[config.mk]
export PLATFORM = sky130hd
export DESIGN_NAME = loop_nest_counter
export DESIGN_NICKNAME = d
export VERILOG_FILES = /design/src/rtl/loop_ctr_pkg.sv /design/src/rtl/loop_level_counter.sv /design/src/rtl/loop_nest_counter.sv
export SDC_FILE = /design/constraint.sdc
export NUM_CORES = 1
export LEC_CHECK = 0
export CAP_MARGIN = 20
export CELL_PAD_IN_SITES_DETAIL_PLACEMENT = 0
export CELL_PAD_IN_SITES_GLOBAL_PLACEMENT = 1
export CORE_ASPECT_RATIO = 1.4
export CORE_UTILIZATION = 42
export DETAILED_ROUTE_END_ITERATION = 8
export GPL_ROUTABILITY_DRIVEN = 1
export GPL_TIMING_DRIVEN = 0
export HOLD_SLACK_MARGIN = 0.02
export PLACE_DENSITY = 0.89
export SLEW_MARGIN = 30
export SYNTH_ARGS = -nofsm -noshare
export SYNTH_HDL_FRONTEND = slang
export SYNTH_SLANG_ARGS = --single-unit
[constraint.sdc]
create_clock -name clk -period 3 [get_ports clk]
set_input_delay 0.3 -clock clk [delete_from_list [all_inputs] [get_ports clk]]
set_output_delay 0.3 -clock clk [all_outputs]
set_load 0.01 [all_outputs]
[src/rtl/loop_ctr_pkg.sv]
// Shared types and defaults for the nested-loop counter: FSM state encoding and
// the per-level count width derived from the systolic-array size.
package loop_ctr_pkg;

    typedef enum logic {
        LS_IDLE = 1'b0,
        LS_RUN  = 1'b1
    } loop_state_e;

    localparam int SA_NUM = 16;

    localparam int LC_BIT_WIDTH = $clog2(SA_NUM) + 4;

endpackage

[src/rtl/loop_level_counter.sv]
// One bounded wrap counter of the loop nest: counts 0..max_count inclusive,
// advancing on en and returning to 0 after the terminal count.
module loop_level_counter
    import loop_ctr_pkg::*;
#(
    parameter int BIT_WIDTH = LC_BIT_WIDTH
) (
    input  logic                 clk,
    input  logic                 rstn,
    input  logic                 clr,
    input  logic                 en,
    input  logic [BIT_WIDTH-1:0] max_count,
    output logic                 at_max,
    output logic [BIT_WIDTH-1:0] count
);

    assign at_max = (count == max_count);

    always_ff @(posedge clk or negedge rstn) begin
        if (!rstn) begin
            count <= '0;
        end else if (clr) begin
            count <= '0;
        end else if (en) begin
            count <= at_max ? '0 : count + 1'b1;
        end
    end

endmodule

[src/rtl/loop_nest_counter.sv]
// Programmable nested-loop counter: NUM_LEVELS cascaded wrap counters (level 0
// innermost) under a run/idle FSM with latched bounds, done pulse and auto-restart.
module loop_nest_counter
    import loop_ctr_pkg::*;
#(
    parameter int NUM_LEVELS = 3,
    parameter int BIT_WIDTH  = LC_BIT_WIDTH
) (
    input  logic                            clk,
    input  logic                            rstn,
    input  logic                            start,
    input  logic                            clear,
    input  logic                            auto_restart,
    input  logic                            inc,
    input  logic [NUM_LEVELS*BIT_WIDTH-1:0] max_count,
    output logic [NUM_LEVELS*BIT_WIDTH-1:0] count,
    output logic [NUM_LEVELS-1:0]           at_max,
    output logic [NUM_LEVELS-1:0]           wrap,
    output logic                            last,
    output logic                            busy,
    output logic                            done
);

    loop_state_e                     state_q;
    loop_state_e                     state_d;
    logic [NUM_LEVELS*BIT_WIDTH-1:0] max_q;
    logic                            auto_q;
    logic [NUM_LEVELS-1:0]           carry;
    logic [NUM_LEVELS-1:0]           en;
    logic                            step;
    logic                            complete;
    logic                            clr;

    // A step only happens in RUN and loses to clear/start issued on the same cycle.
    assign busy     = (state_q == LS_RUN);
    assign step     = inc & busy & ~start & ~clear;
    assign last     = busy & (&at_max);
    assign complete = step & last;
    assign clr      = clear | start;

    assign carry[0] = 1'b1;
    for (genvar g = 1; g < NUM_LEVELS; g++) begin : g_carry
        assign carry[g] = carry[g-1] & at_max[g-1];
    end

    assign en   = {NUM_LEVELS{step}} & carry;
    assign wrap = en & at_max;

    for (genvar g = 0; g < NUM_LEVELS; g++) begin : g_level
        loop_level_counter #(
            .BIT_WIDTH (BIT_WIDTH)
        ) u_level (
            .clk       (clk),
            .rstn      (rstn),
            .clr       (clr),
            .en        (en[g]),
            .max_count (max_q[g*BIT_WIDTH +: BIT_WIDTH]),
            .at_max    (at_max[g]),
            .count     (count[g*BIT_WIDTH +: BIT_WIDTH])
        );
    end

    always_comb begin
        state_d = state_q;
        if (clear) begin
            state_d = LS_IDLE;
        end else if (start) begin
            state_d = LS_RUN;
        end else if (complete && !auto_q) begin
            state_d = LS_IDLE;
        end
    end

    always_ff @(posedge clk or negedge rstn) begin
        if (!rstn) begin
            state_q <= LS_IDLE;
            max_q   <= '0;
            auto_q  <= 1'b0;
            done    <= 1'b0;
        end else begin
            state_q <= state_d;
            done    <= complete;
            // Bounds and mode are captured only by a start that is not overridden by clear.
            if (start && !clear) begin
                max_q  <= max_count;
                auto_q <= auto_restart;
            end
        end
    end

endmodule

==> impl_metrics.ini, run 1 <==
[run_status]
status = finished clean

[critical_path]
crit_type = register to output pin
r2r_end = g_level[2].u_level.count[6]
path_buf_inv = 3
rr_worst_depth = 6
cpPeakStageDelay_ns = 0.54
cp.required_ns = 2.70
cp_max_fo = 10
crit_family = buffers and inverters
worstPathCellList = xnor2_1, nand4_1, or2_1, inv_1, buf_2, and4_1, clkdlybuf4s50_1
reg2reg_from = g_level[0].u_level.count[3]
arrival_ns = 2.56
cp-start-kind = register
end_kind = output pin
slowest_stage = clkdlybuf4s50_1
ff2ff_setup_slack_ns = 1.02

[routing]
avgViaCountPerCell = 5.42
wl_per_cell_microns = 15.7
vias = 2103
final_antenna_net_count = 0
drt-total-wl_microns = 6110
drtPass1Iterations = 4
first_iter_violations = 82
drc = 0

[cts]
cts_sinks = 51
cts_tree = done
cts_root_buffer = clkbuf_8
clkSlewWorstSetupHoldPaths_ns = 0.09
cts_buffers = 5
clk_latency_ns = 0.30
htreeDepth = 2
clockBufferDepth = 2

[sta]
fin_tns_setup_ns = 0
relSlewSlack = 0.602
hold_violations = 0
min_period_ns = 2.86
fin_worst_skew_ns = 0.00822
setup_viol = 0
rsz0062_at_grt = no
tightest_slew_ns = 0.596
max_freq_ghz = 0.350
report.final.slew_viol_count = 0
min_period_over_period = 0.952
hold_ws_ns = 0.320

[die]
core-area_sq_mm = 0.00617
start_util = 0.433
rows = 34
io_pins = 63
dieHeight_microns = 96.4
die_area_sq_mm = 0.00669
dieWidth_microns = 69.4

[job]
maxCapViolations = 0

[placed_design]
dpl.hpwl_microns = 4420
portBuffers = 62
dp.cells = 379
gp_congestion = 0.866

[power]
p_per_area_mw_per_mm2 = 387
p_leak_nw = 1.45
intPower_mw = 1.02
seqPwrFrac = 0.565
p_comb_frac = 0.154
sw_frac_of_total = 0.256
pwr-share-clk = 0.281
net-switching-power_uw = 351
peakVddDrop_v = 0.000287

[logic_synthesis]
synth_top_area_frac = 0.478
netlist_top_cells_count = 51 x dfrtp_1, 26 x mux2_2, 17 x nand2_1, 17 x xor2_1, 11 x a21oi_1
syn-num-nets = 277
ys_types = 47
synth_ff_type = dfrtp_1
synth_area_per_cell_sq_um = 11.0
ys_seq_area_frac = 0.478
postSynth.asyncResetShare = 1.00
syn_area_sq_mm = 0.00267
yosysMostFrequentCell = dfrtp_1
ys_warn_count = 0
synth-seq-cells = 51
yosys.area.top_type = dfrtp_1
synth_area_leaders = dfrtp_1 48%, mux2_2 11%, xor2_1 5.6%
syn_inst = 244
synth_edf_count = 0

[final_layout]
area_delta_synth_final_pct = 32.8
insertedDiodeCount = 0
stdcell_count = 388
postLayoutCoreUtil = 0.575
layout.nets = 348
drive_gt1_frac = 0.190

[global_route]
antenna_found_initial = 0
grt_use_total = 0.188
grt_max_degree = 51
grt_overflow_total = 0
grt_pass1_wl_microns = 9920
grt_pass1_vias = 2083

[min_path]
min_path_type = primary input to async pin
==> state kept, by name, summed over array words and instances, names as in the netlist <==
signal	flops
g_level.u_level.count	24
auto_q	1
max_q	24
done	1
busy	1
==> final cells by class <==
class	instances	area (sq um)
inverters	3	11.3
plain buffers	15	86.3
clock inverters	2	12.5
well taps	72	90.1
flip-flops and latches	51	1280
repair buffers	64	658
multi-input cells	175	1340
clock buffers	6	72.6
fillers	552	2620
==> metrics by stage <==
step,power [mW],cell area (sq um),worst slack [ns]
2_1_floorplan,0.899,2670,1.03
3_3_place_gp,0.978,3380,0.120
4_1_cts,1.38,3520,0.0741
3_5_place_dp,0.990,3410,0.0930
6_report,1.37,3550,0.143
5_1_grt,1.45,3550,0.0286
==> power by group through the flow <==
stage                     logic [mW]  registers (mW)  clock network (mW)
after floorplan                0.119           0.780                   0
after global placement         0.191           0.787                   0
after detailed placement       0.200           0.790                   0
after CTS                      0.206           0.776               0.400
after global routing           0.230           0.782               0.433
final                          0.212           0.775               0.386
==> worst register-to-register path: stages, from the launching register on <==
cell and delay, ns:
dfrtp_1 0.46, xor2_1 0.22, nor4_4 0.42, nand3_4 0.17, buf_4 0.22, o31ai_1 0.26, mux2i_1 0.11
==> cells by family after synthesis <==
logic type / count (synthesis) / synth area share
AOI/OAI and AO/OA: 46 / 0.116
xor gates and xnor gates: 26 / 0.0852
DFF: 51 / 0.478
adders and majority gates: 3 / 0.0140
buffers and inverters: 18 / 0.0356
and+or+nand+nor: 73 / 0.159
muxes: 27 / 0.113
==> per-layer routing <==
layer | track usage | routed length (microns) | share of wire
met2 | 0.355 | 3310 | 0.54
met4 | 0.0629 | 92 | 0.015
met5 | 0 | 0 | 0
met1 | 0.213 | 2490 | 0.41
met3 | 0.0353 | 220 | 0.036
==> layout by cell type, fill, tap and decap left out, types with 2 or more instances in the layout <==
| cell | count |
|---|---|
| clkdlybuf4s50_1 | 60 |
| mux2_2 | 26 |
| ha_1 | 3 |
| nand3_1 | 9 |
| and3_1 | 5 |
| buf_2 | 3 |
| nand2b_1 | 4 |
| a31oi_1 | 4 |
| nand4_1 | 7 |
| nor3b_1 | 3 |
| a22o_1 | 3 |
| o21ai_1 | 2 |
| a211oi_1 | 4 |
| xnor2_1 | 9 |
| o22ai_1 | 5 |
| clkbuf_8 | 5 |
| dfrtp_1 | 51 |
| clkbuf_1 | 4 |
| o311ai_0 | 2 |
| nor4_4 | 4 |
| or2_2 | 4 |
| or3_1 | 2 |
| a32o_1 | 3 |
| nand2_1 | 17 |
| o21ai_0 | 5 |
| nor2_1 | 7 |
| a21oi_1 | 11 |
| inv_1 | 2 |
| nor3_1 | 2 |
| buf_1 | 2 |
| xor2_1 | 17 |
| buf_4 | 8 |
==> repair_timing <==
action | 4_1_cts | 5_1_grt
buffers inserted | 0 | 0
resized for setup | 2 | 7
pin swaps | 0 | 0
setup endpoints to repair | 2 | 4
hold buffers | 1 | 0
hold endpoints to repair | 51 | 0
==> worst max path at each step <==
stage               to  depth (start not counted)  slack, ns                   startpoint
6_report          last                          7       0.14  g_level[1].u_level.count[3]
5_1_grt           last                          7       0.03  g_level[2].u_level.count[1]
3_5_place_dp   wrap[2]                          8       0.09                        clear
2_1_floorplan  wrap[2]                          5       1.03  g_level[2].u_level.count[5]
3_3_place_gp   wrap[2]                          8       0.12                        clear
4_1_cts        wrap[2]                          8       0.07                        clear
Note: power is estimated with default switching activity, not from simulation.
==> inputs of run 2 (changes only) <==
--- a/config.mk
+++ b/config.mk
@@ -15,7 +15,6 @@
 export GPL_TIMING_DRIVEN = 0
 export HOLD_SLACK_MARGIN = 0.02
 export PLACE_DENSITY = 0.89
-export SLEW_MARGIN = 30
 export SYNTH_ARGS = -nofsm -noshare
 export SYNTH_HDL_FRONTEND = slang
 export SYNTH_SLANG_ARGS = --single-unit
==> run 2 against run 1 <==
Net effect:
- worst setup slack improved by 0.033 ns
- register-to-register slack about the same
- sequential power about the same
- critical path type unchanged
- final cell count increased by 0.26%
- count of clock-buffer cells in the layout unchanged
- clock skew decreased by 0.0011 ns
- worst hold slack improved by 0.13 ns
- routed wire length decreased by 0.74%
- cell area decreased by 0.25%
==> impl_metrics.ini, run 2 (synthesized netlist as in run 1, its figures left out) <==
[routing]
drtPass1Iterations = 4
first_iter_violations = 96
vias = 2128
drt-total-wl_microns = 6070
drc = 0
final_antenna_net_count = 0
wl_per_cell_microns = 15.6
avgViaCountPerCell = 5.47

[critical_path]
cp-startpoint = g_level[1].u_level.count[5]
r2r_end = g_level[2].u_level.count[5]
reg2reg_from = g_level[0].u_level.count[3]
ff2ff_setup_slack_ns = 1.01
arrival_ns = 2.52
cp_max_fo = 10
cp-start-kind = register
cp.required_ns = 2.70
rr_worst_depth = 6
end_kind = output pin
crit_path_end = last
crit_type = register to output pin

[placed_design]
portBuffers = 62
dpl.hpwl_microns = 4440
dp_slack_ns = 0.108
place_area_sq_mm = 0.00340
gp_congestion = 0.866

[global_route]
antenna_found_initial = 0
grt_use_total = 0.184
grt_max_degree = 36
grt_pass1_vias = 2050
grt_pass1_wl_microns = 9780
grt_overflow_total = 0

[power]
peakVddDrop_v = 0.000296
intPower_mw = 1.02
net-switching-power_uw = 352
p_comb_frac = 0.151
p_leak_nw = 1.45
sw_frac_of_total = 0.257
seqPwrFrac = 0.565
p_per_area_mw_per_mm2 = 387
pwr-share-clk = 0.284

[sta]
setup_viol = 0
hold_ws_ns = 0.454
fin_tns_setup_ns = 0
rsz0062_at_grt = no
min_period_ns = 2.82
hold_violations = 0
report.final.slew_viol_count = 0
relSlewSlack = 0.607
min_period_over_period = 0.941
max_freq_ghz = 0.354
fin_ws_ns = 0.176
fin_worst_skew_ns = 0.00715
tightest_slew_ns = 0.590

[die]
die_area_sq_mm = 0.00669
rows = 34
io_pins = 63
core-area_sq_mm = 0.00617
start_util = 0.433
dieHeight_microns = 96.4
dieWidth_microns = 69.4

[final_layout]
area_delta_synth_final_pct = 32.4
drive_gt1_frac = 0.192
final_common_cell = clkdlybuf4s50_1
postLayoutCoreUtil = 0.574
insertedDiodeCount = 0
layout.nets = 349
mostFrequentLayoutCells = 60 x clkdlybuf4s50_1, 50 x dfrtp_1, 26 x mux2_2
largest_registers = g_level.u_level.count: 24 flops, max_q: 24 flops
design_area_sq_mm = 0.00354
nFillCells = 557

[cts]
cts_sinks = 51
cts_tree = done
clk_latency_ns = 0.30
cts_buffers = 5
clkSlewWorstSetupHoldPaths_ns = 0.10
cts_root_buffer = clkbuf_8
clockBufferDepth = 2
htreeDepth = 2

[run_status]
status = finished clean

[job]
maxCapViolations = 0

[min_path]
min_path_type = primary input to async pin
## run 2: cell type report
type                            count  area, sq um  share of cell area
Sequential cell                    51         1280               0.361
Inverter                            3         11.3             0.00318
Clock inverter                      2         12.5             0.00353
Multi-Input combinational cell    175         1330               0.376
Buffer                             15         88.8              0.0251
Clock buffer                        6         72.6              0.0205
Timing Repair Buffer               65          656               0.185
Tap cell                           72         90.1              0.0255
## run 2: critical path, stage by stage (launching register included)
cell and delay (ns):
dfrtp_1 0.46, xnor2_1 0.19, nand4_1 0.10, or2_1 0.31, inv_1 0.16, clkbuf_4 0.24
and4_1 0.23, clkdlybuf4s50_1 0.54
## run 2: timing repair
item | in CTS | in global routing
setup buffers | 0 | 1
gates resized for setup | 2 | 7
hold endpoints to repair | 16 | 0
hold buffers | 1 | 0
setup endpoints to repair | 2 | 3
gates cloned | 0 | 0
## run 2: power by group through the flow
stage / combinational (mW) / sequential (mW) / clock [mW]
after floorplan: 0.119 / 0.780 / 0
after global placement: 0.191 / 0.787 / 0
after detailed placement: 0.198 / 0.789 / 0
after CTS: 0.204 / 0.776 / 0.399
after global routing: 0.228 / 0.782 / 0.431
final: 0.207 / 0.775 / 0.389
## run 2: through the flow
stage               power (mW)  instances
floorplan                0.899        244
global placement         0.978        378
detailed placement       0.987        379
CTS                       1.38        388
global route              1.44        389
finish                    1.37        389
## run 2: routing by layer
layer	GRT usage	routed length, microns	vias to the layer above
met2	0.355	3310	53
met3	0.0353	242	4
met1	0.211	2470	1047
met5	0	0	-
met4	0.0374	41	0
li1	-	-	1024
## run 2: worst min path at each step
stage,startpoint,end,cells past startpoint
global route,rstn,max_q[14],2
floorplan,rstn,auto_q,0
detailed placement,rstn,max_q[15],1
CTS,rstn,max_q[14],2
global placement,auto_q,auto_q,1
finish,rstn,max_q[14],2
==> patch: new RTL, config.mk and constraints of run 1 <==
Add an input register stage for `start`, `clear`, `auto_restart`, `inc` and `max_count`, without a reset; this delays them by one clock. Comments in the files are not updated.
--- a/src/rtl/loop_nest_counter.sv
+++ b/src/rtl/loop_nest_counter.sv
@@ -23,2 +23,16 @@
 
+    logic start_q;
+    logic clear_q;
+    logic auto_restart_q;
+    logic inc_q;
+    logic [NUM_LEVELS*BIT_WIDTH-1:0] max_count_q;
+
+    always_ff @(posedge clk) begin
+        start_q        <= start;
+        clear_q        <= clear;
+        auto_restart_q <= auto_restart;
+        inc_q          <= inc;
+        max_count_q    <= max_count;
+    end
+
     loop_state_e                     state_q;
@@ -35,6 +49,6 @@
     assign busy     = (state_q == LS_RUN);
-    assign step     = inc & busy & ~start & ~clear;
+    assign step     = inc_q & busy & ~start_q & ~clear_q;
     assign last     = busy & (&at_max);
     assign complete = step & last;
-    assign clr      = clear | start;
+    assign clr      = clear_q | start_q;
 
@@ -64,5 +78,5 @@
         state_d = state_q;
-        if (clear) begin
+        if (clear_q) begin
             state_d = LS_IDLE;
-        end else if (start) begin
+        end else if (start_q) begin
             state_d = LS_RUN;
@@ -83,5 +97,5 @@
             // Bounds and mode are captured only by a start that is not overridden by clear.
-            if (start && !clear) begin
-                max_q  <= max_count;
-                auto_q <= auto_restart;
+            if (start_q && !clear_q) begin
+                max_q  <= max_count_q;
+                auto_q <= auto_restart_q;
             end
Check against the original RTL: not equivalent (Yosys sat finds a counterexample within 4 cycles, from zero or initial values and one cycle with rstn low).
==> patch against run 1 <==
  * Via count increased by 7.6%
  * Synthesized area increased by 17%
  * Critical endpoint is now wrap[1]
  * Sequential cell count increased by 28
  * Synthesized cell count increased by 11%
  * Routed wire length increased by 3.9%
  * Sequential power increased by 51%
  * Design area increased by 17%
  * Register-to-register slack got worse by 0.58 ns
  * Clock skew increased by 0.0029 ns
  * Worst setup slack got worse by 0.089 ns
  * Maximum frequency decreased by 3.0%
  * Total power increased by 58%
==> patch: results (changes against run 1) <==
[outcome]
outcome = finished, final reports clean

[route]
vias_per_cell = 5.029  ; -7.2%
num_vias = 2263  ; +7.6%
drt_iter0_markers = 76  ; -7.3%
dr.pass1.iters = 4  ; unchanged
wl_per_cell_microns = 14.11  ; -10%

[final_layout]
drive_above_1_share_pct = 17.75  ; -1.2 points
fillers = 615  ; +11%
top_regs = g_level.u_level.count x24, max_count_q x24, max_q x24
layout.nets = 383  ; +10%

[placed_design]
portBuffers = 62  ; unchanged
dp_slack_ns = 0.3283  ; +0.2354 ns
dp.cells = 430  ; +13%
postPlaceCellArea_sq_mm = 0.003881  ; +14%
gp_congestion = 0.7930  ; -8.4%
hpwl_microns = 4506  ; +2.0%

[sta]
worst_pin_slew_ns = 0.6308  ; +0.03436 ns
finClkSkew_ns = 0.01116  ; +0.002936 ns

[logic_synthesis]
yosys-top-cells-area = dfrtp_1 (41%), dfxtp_1 (18%), mux2_2 (9.0%)
synthTopCellsByCount = dfrtp_1 (51), dfxtp_1 (28), o21ai_0 (26), mux2_2 (25), xnor2_1 (25)
ys_types = 34  ; -28%
synth_compound_area_share_pct = 7.387  ; -4.2 points
synth_xor_xnor_area_share_pct = 7.587  ; -0.93 points
synth_fa_ha_area_share_pct = 1.204  ; -0.20 points
synth_edf_count = 0  ; unchanged
syn_inst = 272  ; +11%
synth_sequential_area_ratio_pct = 58.93  ; +11 points
synthMuxAreaShare_pct = 9.033  ; -2.3 points
syn_nets = 305  ; +10%
synthArstFlopShare_pct = 64.56  ; -35 points

[cts]
cts-root-buf = clkbuf_8
clockBufferDepth = 2  ; unchanged
cts.clk_slew.worst_paths_ns = 0.07  ; -0.02 ns
numCtsBuffers = 9  ; +4
htree_levels = 3  ; +1
clk_latency_ns = 0.35  ; +0.05 ns

[pwr]
peakVddDrop_mv = 0.3287  ; +14%
p_leak_uw = 0.001614  ; +11%

[worst_setup_path]
cpPeakStageDelay_ns = 0.57  ; +0.03 ns
cpMaxStageDelayCell = clkdlybuf4s50_1
critPathTopFamily = simple AND/OR/NAND/NOR gates
path_max_fanout = 9  ; -1
crit_arrival_ns = 2.65  ; +0.09 ns

[global_route]
grt_pass1_vias = 2189  ; +5.1%
antenna_found_initial = 0  ; unchanged
grt_max_degree = 47  ; -7.8%
grt_util_all_layers_pct = 18.08  ; -0.71 points
grt_pass1_wl_microns = 10410  ; +4.9%

patch: changes by cell type after synthesis, moves of 4 or more:
cell,change
nor2_1,+11
xnor2_1,+16
nand2_1,-4
a31oi_1,-4
o22ai_1,-5
o21ai_0,+21
xor2_1,-15
nand3_1,+5
dfxtp_1,+28
patch: power breakdown:
part           internal (uW)  total (uW)  switching, uW  leakage, uW
combinational            124         197           73.0     0.000632
sequential              1130        1170           43.7     0.000883
clock                    429         791            362    0.0000996
total                   1680        2160            479      0.00161
patch: logic make-up (layout without fill, tap and decap cells):
kind of cell,after synthesis,in the layout
AND/OR/NAND/NOR,81,81
flip-flops,79,79
AO/OA/AOI/OAI,42,42
XOR/XNOR,27,27
multiplexers,25,25
buffers and inverters,15,98
adder cells (fa/ha/maj),3,3
patch: metal layers:
metal	part of all wire (%)	vias to the layer above	track usage (%)
met1	43	1091	22.49
li1	-	1101	-
met2	51	61	28.51
met5	0	-	0
met3	4.3	10	5.426
met4	2.0	0	7.817
patch: final cells by class:
| cell class | instances | area (sq um) | share of cell area [%] |
|---|---|---|---|
| sequential | 79 | 1843 | 44.45 |
| multi-input combinational | 178 | 1227 | 29.60 |
| timing repair buffer | 67 | 678.2 | 16.35 |
| clock buffer | 13 | 158.9 | 3.832 |
| tap | 95 | 118.9 | 2.867 |
| buffer | 10 | 56.30 | 1.358 |
| clock inverter | 3 | 42.54 | 1.026 |
| inverter | 5 | 21.27 | 0.5130 |
patch: path summary, 6_finish.rpt:
check | startpoint | end | slack [ns] | cells after the start
min in group clk | max_count[9] | max_count_q[9] | 0.39 | 1
setup reg to reg | g_level[0].u_level.count[6] | g_level[2].u_level.count[6] | 0.44 | 7
hold / removal | rstn | max_q[16] | 0.33 | 2
setup / recovery | g_level[0].u_level.count[6] | wrap[1] | 0.05 | 6
max in group asynchronous | rstn | g_level[0].u_level.count[1] | 2.23 | 3
hold reg to reg | clear_q | busy | 0.44 | 1
patch: through the flow:
step	setup TNS, ns	hold slack [ns]	total power (uW)
3_5_place_dp	0	0.1284	1390
3_3_place_gp	0	0.4131	1376
2_1_floorplan	0	0.004409	1299
4_1_cts	0	0.2899	2184
6_report	0	0.3264	2162
5_1_grt	-0.01036	0.3085	2267
patch: what timing repair did:
item,in CTS,in global routing
pin swaps,0,2
endpoints found under the hold margin,51,0
endpoints found under the setup margin,1,4
gates resized for setup,1,10
hold buffers,1,0
cloned,0,0
buffers inserted,0,3
